**config.mk**
```make
export PLATFORM = sky130hd
export DESIGN_NAME = if_stage
export DESIGN_NICKNAME = d
export VERILOG_FILES = /design/src/rtl/if_stage.sv
export SDC_FILE = /design/constraint.sdc
export NUM_CORES = 1
export LEC_CHECK = 0
export BUFFER_PORTS_ARGS = -buffer_cell sky130_fd_sc_hd__buf_2
export CORE_AREA = 3 3 108 79
export DETAILED_ROUTE_END_ITERATION = 8
export DIE_AREA = 0 0 111 82
export GPL_ROUTABILITY_DRIVEN = 0
export PLACE_DENSITY = 0.8
export SYNTH_ARGS = -nofsm -noshare
export SYNTH_HDL_FRONTEND = slang
export SYNTH_SLANG_ARGS = --single-unit
```
**constraint.sdc**
```tcl
create_clock -name clk -period 2.7 [get_ports clk]
set_clock_uncertainty 0.15 [all_clocks]
set_input_delay 0.135 -clock clk [delete_from_list [all_inputs] [get_ports clk]]
set_output_delay 0.135 -clock clk [all_outputs]
set_load 0.05 [all_outputs]
```
**src/rtl/if_stage.sv**
```systemverilog
// ----------------------------------------------------------------------------
// if_stage -- instruction-fetch stage of the five-stage LoongArch pipeline.
//
// Takes a PC, and possibly an instruction that pre-IF has already buffered,
// from pre-IF. If no instruction came with the PC, the stage waits for the
// in-order instruction-SRAM response. It holds the instruction until decode
// accepts it. A response owed to a flushed or branch-cancelled fetch is
// dropped. Misaligned PCs are flagged as ADEF toward decode.
//
// Ports
//   clk, resetn        clock; synchronous active-low reset
//   pfs_to_fs_valid    pre-IF offers a fetch
//   pfs_to_fs_bus      [64] inst_ok, [63:32] inst, [31:0] pc
//   fs_allowin         IF can accept a fetch this cycle
//   fs_block           IF holds its instruction; the current SRAM response
//                      belongs to pre-IF
//   inst_sram_data_ok  SRAM response strobe (in order)
//   inst_sram_rdata    SRAM response data
//   ds_allowin         decode can accept
//   fs_to_ds_valid     instruction offered to decode
//   fs_to_ds_bus       [64] adef, [63:32] inst, [31:0] pc
//   br_cancel          taken branch in decode; kills IF contents
//   flush              writeback exception / ertn; kills IF contents
// ----------------------------------------------------------------------------
module if_stage (
   input  logic        clk,
   input  logic        resetn,
   input  logic        pfs_to_fs_valid,
   input  logic [64:0] pfs_to_fs_bus,
   output logic        fs_allowin,
   output logic        fs_block,
   input  logic        inst_sram_data_ok,
   input  logic [31:0] inst_sram_rdata,
   input  logic        ds_allowin,
   output logic        fs_to_ds_valid,
   output logic [64:0] fs_to_ds_bus,
   input  logic        br_cancel,
   input  logic        flush
);

   logic        fs_valid;
   logic        fs_inst_ok;
   logic        discard;
   logic [31:0] fs_pc;
   logic [31:0] fs_inst;

   logic        take;
   logic        fs_ready_go;
   logic        kill;
   logic        leave;
   logic        load;

   // A response is ours only when nothing stale is still owed and we are
   // actually waiting for one.
   assign take        = inst_sram_data_ok & ~discard & fs_valid & ~fs_inst_ok;
   assign fs_ready_go = fs_inst_ok | take;
   assign fs_allowin  = ~fs_valid | (fs_ready_go & ds_allowin);
   assign kill        = (flush | br_cancel) & fs_valid;
   assign leave       = fs_valid & fs_ready_go & ds_allowin;
   // During a kill, pre-IF presents the redirected PC in the same cycle.
   // Accept that PC even though the killed fetch would otherwise hold
   // fs_allowin low.
   assign load        = pfs_to_fs_valid & (fs_allowin | kill);

   assign fs_to_ds_valid = fs_valid & fs_ready_go & ~flush & ~br_cancel;
   assign fs_block       = fs_valid & fs_inst_ok;
   // Zero-cycle bypass: forward rdata directly in the cycle it arrives.
   assign fs_to_ds_bus   = {(fs_pc[1:0] != 2'b00),
                            (fs_inst_ok ? fs_inst : inst_sram_rdata),
                            fs_pc};

   always_ff @(posedge clk) begin
      if (!resetn) begin
         fs_valid   <= 1'b0;
         fs_inst_ok <= 1'b0;
         discard    <= 1'b0;
         fs_pc      <= 32'h0;
         fs_inst    <= 32'h0;
      end else begin
         if (load) begin
            fs_valid   <= 1'b1;
            fs_pc      <= pfs_to_fs_bus[31:0];
            fs_inst    <= pfs_to_fs_bus[63:32];
            fs_inst_ok <= pfs_to_fs_bus[64];
         end else if (kill || leave) begin
            fs_valid   <= 1'b0;
            fs_inst_ok <= 1'b0;
         end else if (take) begin
            // take without leave means decode is stalled; hold the data.
            fs_inst    <= inst_sram_rdata;
            fs_inst_ok <= 1'b1;
         end

         // A killed fetch whose response has not arrived still owes one
         // response. The set branch takes priority over the clear branch.
         // If an older stale response lands in the same cycle as a kill,
         // the newly killed request is still outstanding, so discard
         // stays set.
         if (kill && !fs_inst_ok && !take)
            discard <= 1'b1;
         else if (discard && inst_sram_data_ok)
            discard <= 1'b0;
      end
   end

endmodule
```
======== After elaboration in Yosys (flattened, before gate mapping) ========
Cells that the tools add are included.
operators by class
  equal/unequal tests ..................... 1
  reductions and logical operators ........ 12
  bitwise logic cells ..................... 20
  mux-type cells .......................... 11
operator list
  kind                  count
  $mux W32              4
  $and A1 B1 Y1         11
  $reduce_bool A2 Y1    4
  $mux W1               7
  $not A1 Y1            5
  $or A1 B1 Y1          4
  $logic_and A1 B1 Y1   3
  $reduce_bool A3 Y1    1
  $logic_not A1 Y1      2
  $ne A2 B2 Y1 const B  1
  $reduce_and A2 Y1     1
  $logic_or A1 B1 Y1    1
word-level totals
  output and inout port bits .............. 68
  register bits after elaboration ......... 67

======== Logic depth before layout (Yosys ltp) ========
  depth after elaboration ................. 11
  depth in mapped cells ................... 7

======== Worst setup path after synthesis ========
No wires, ideal clock.
  path kind ............................... register to register
  from .................................... reg fs_valid
  to ...................................... reg fs_inst[0]
  slack ................................... 0.483 ns
  arrival time ............................ 1.951 ns
  clock period less this slack ............ 2.217 ns
  buffers on the path ..................... 2
  setup time .............................. 0.116 ns
  data required time ...................... 2.434 ns
  cell stages (with the launch flop) ...... 7
  cell sequence ........................... dfxtp_1 -> or3b_1 -> buf_6 -> nor4b_4 -> buf_6 -> mux2_1 -> o211a_1
between the ends
  longest elaborated chain between the ends .. 9
  elaborated cells on any way between the ends .. 16
  classes of those cells .................. 1 x eq/ne; 1 x mux; 11 x bitwise; 3 x reduce/logical
ends and longest elaborated chain
  element                                                                     line  source
  start: declaration                                                          41    logic fs_valid;
  start signal: assignment                                                    74    fs_valid <= 1'b0;
  start signal: assignment                                                    81    fs_valid <= 1'b1;
  start signal: assignment                                                    86    fs_valid <= 1'b0;
  $and A1 B1 Y1 (2 in a row)                                                  55    assign take = inst_sram_data_ok & ~discard & fs_valid & ~fs_inst_ok;
  $or A1 B1 Y1                                                                56    assign fs_ready_go = fs_inst_ok | take;
  $and A1 B1 Y1                                                               57    assign fs_allowin = ~fs_valid | (fs_ready_go & ds_allowin);
  $or A1 B1 Y1                                                                57
  $or A1 B1 Y1                                                                63    assign load = pfs_to_fs_valid & (fs_allowin | kill);
  $and A1 B1 Y1                                                               63
  $ne A2 B2 Y1 (no source line) / $reduce_bool A2 Y1 (equally long branches)  -
  $reduce_and A2 Y1 (no source line)                                          -
  end signal: assignment                                                      83    fs_inst <= pfs_to_fs_bus[63:32];
  end signal: assignment                                                      90    fs_inst <= inst_sram_rdata;
  end: declaration                                                            45    logic [31:0] fs_inst;
Parallel ways exist; a longest one is shown, timed or not.
A chain may end at the register's enable or synchronous reset.

======== Worst setup path after layout ========
  from .................................... in inst_sram_data_ok
  to ...................................... out fs_allowin
between the ends
  longest elaborated chain between the ends .. 6
ends and longest elaborated chain
  element                     line  source
  start: declaration          32    input logic inst_sram_data_ok,
  $and A1 B1 Y1 (3 in a row)  55
  $or A1 B1 Y1                56
  $and A1 B1 Y1               57
  $or A1 B1 Y1                57
  end: declaration            30    output logic fs_allowin,
Every way passes these cells.

==> impl_metrics.yaml <==
logic_synthesis:
  synth.area.top_cells: "dfxtp_1 (38%), mux2_2 (11%), mux2_1 (9.5%)"
  synth-edff-count: 0
  syn_nets: 464
  yosysWarnings: 0
  yosysTopAreaCellShare_pct: 37.8
  yosys_register_bits: 67
  synth_largest_area_cell: "dfxtp_1"
  netlist_area_um2: 3550
  yosys.cell_types.count: 26
  ys_seq_area_share_pct: 37.8
  avgSynthCellArea_um2: 9.86
  ys.flop_type: "dfxtp_1"
  syn_inst: 360
  async_flop_share_pct: 0
clock_network:
  clock_latency_ps: 330
  clockBufferDepth: 2
  numCtsBuffers: 9
  clkSinkCount: 67
  hold_buffers: 92
  cts_resized: 0
  cts_setup_buffers: 0
  cts_tree: "built"
  clk_transition_reported_paths_ps: 70
  cts_root_buffer: "clkbuf_8"
  cts_max_level: 3
grt:
  use_met2_pct: 46.3
  grt_first_pass_wirelength_um: 19000
  antenna_found_initial: 0
  track_usage_pct: 25.7
  grt_util_met3_pct: 7.22
  first_global_vias: 3887
  grt-busiest-layer: "met2"
  grtUsageMet1_pct: 29.0
  globalRouteOverflowTotal: 0
  grt_start_max_net_pins: 37
timing:
  fin_setup_tns_ps: 0
  finalSetupViolations: 0
  grt_setup_unrepaired: "no"
  hold_viol_final: 0
  fmax_mhz: 431
  tightestPinTransition_ps: 968
  final-max-slew-violation-count: 0
  slew-limit-headroom_pct: 35.0
  fin_crit_sh_pct: 86.0
  period_needed_ps: 2320
setup_path:
  regToRegStartpoint: "fs_valid$_SDFFE_PN0P_"
  ff2ff_path_depth: 5
  setup.worst_path.start: "inst_sram_data_ok"
  ff2ff_setup_slack_ps: 440
  arrival_ps: 2040
  cp.required_ps: 2410
  regToRegEndpoint: "fs_inst[24]$_SDFFE_PN0P_"
  worstPathMaxFanout: 34
  worstSetupEndpointType: "output port"
  endpoint: "fs_allowin"
  critPathKind: "primary input to output port"
  cp-start-kind: "primary input"
layout:
  fillCellCount: 531
  drive_gt1_share_pct: 38.9
  syn_to_final_growth_pct: 57.9
  nets: 708
  fin_util_pct: 73.1
placed_design:
  dp_hpwl_um: 7080
  port_buffers: 171
job:
  drv_cap: 0
detailed_routing:
  drt-wirelength-per-cell_um: 17.4
  drt-pass1-iter-count: 4
  routed_via_density: 5.58
  drc: 0
  antenna_left: 0
  vias: 3968
  drtIter0Drc: 287
  routed_wl_um: 12400
outcome:
  status: "finished, final reports clean"
power:
  power.density_nw_per_um2: 517
  leakage_uw: 0.00279
  peakVddDrop_uv: 279
floorplan:
  die_height_um: 82
  die_x_um: 111
  dieArea_um2: 9100
  start_util_pct: 46.3
  core-area_um2: 7670
  ioPinCount: 172
  num_rows: 27
hold_path:
  min_path_type: "primary input to flop"
==> placed cells by master (no fill, tap or decap), types with 4 or more instances in the layout <==
| cell type | n |
|---|---|
| nand3_1 | 33 |
| buf_4 | 12 |
| clkbuf_8 | 11 |
| a21oi_1 | 33 |
| mux2_1 | 30 |
| dfxtp_1 | 66 |
| mux2_2 | 34 |
| a21o_1 | 32 |
| o211a_1 | 32 |
| nor2_1 | 4 |
| buf_2 | 171 |
| dlygate4sd3_1 | 92 |
| o211ai_1 | 35 |
==> logic make-up after synthesis <==
logic type,count (synthesis),share of synthesized area (%)
compound gates,136,28.7
flops,67,37.8
mux,64,20.3
buf+inv,46,5.75
simple gates,46,7.19
fa+ha+maj,1,0.282
==> state kept, by name, summed over array words and instances (netlist names) <==
signal and cells:
discard 1, fs_inst 32, fs_pc 32, fs_valid 1, fs_inst_ok 1
==> through the flow <==
stage | area (um^2) | instances | hold WS, ps | total power, uW | worst slack [ps]
floorplan | 3550 | 360 | 154 | 1640 | 483
finish | 5600 | 711 | 20.3 | 2900 | 379
CTS | 5600 | 710 | 0.0778 | 2910 | 375
global route | 5600 | 710 | 10.5 | 3020 | 249
detailed placement | 4450 | 602 | 273 | 1850 | 479
global placement | 4450 | 602 | 269 | 1830 | 541
==> per-layer routing <==
layer	share of wire (%)	wire, um
met1	40	5010
met2	50	6230
met3	5.7	710
met4	3.5	430
met5	0	0
==> worst max-delay path, cell delays in order <==
cell and delay (ps):
dlygate4sd3_1 530, buf_2 120, nor2b_1 290, o21a_1 180
buf_4 340, or2b_1 170, buf_2 260
==> area by class of cell <==
| class | count | area (um^2) | share of cell area, % |
|---|---|---|---|
| Timing Repair Buffer | 276 | 1890 | 33.7 |
| Multi-Input combinational cell | 247 | 2010 | 35.8 |
| Clock buffer | 12 | 155 | 2.77 |
| Inverter | 3 | 11.3 | 0.201 |
| Tap cell | 101 | 126 | 2.25 |
| Sequential cell | 67 | 1340 | 24.0 |
| Antenna cell | 1 | 2.50 | 0.0447 |
| Clock inverter | 4 | 72.6 | 1.29 |
==> how the worst min path moves through the flow <==
stage,from,endpoint,depth (start not counted)
final,inst_sram_rdata[26],fs_inst[26]$_SDFFE_PN0P_,3
after global routing,inst_sram_rdata[26],fs_inst[26]$_SDFFE_PN0P_,3
after CTS,inst_sram_rdata[26],fs_inst[26]$_SDFFE_PN0P_,3
after detailed placement,pfs_to_fs_bus[64],fs_inst_ok$_SDFFE_PN0P_,3
after global placement,pfs_to_fs_bus[64],fs_inst_ok$_SDFFE_PN0P_,3
after floorplan,pfs_to_fs_bus[64],fs_inst_ok$_SDFFE_PN0P_,2
==> power by group <==
part / internal, uW / total, uW / leakage, uW / switching, uW
clock: 570 / 953 / 0.000113 / 383
sequential: 1060 / 1090 / 0.000555 / 35.4
combinational: 342 / 852 / 0.00212 / 510
total: 1970 / 2900 / 0.00279 / 928
==> cell usage after synthesis, types with 4 or more instances <==
library cell,instances
dfxtp_1,67
o211ai_1,35
mux2_2,34
a21oi_1,33
nand3_1,33
a21o_1,32
o211a_1,32
clkbuf_1,30
mux2_1,30
buf_1,8
buf_6,4
nor2_1,4
Power figures use the tool's default switching activity.
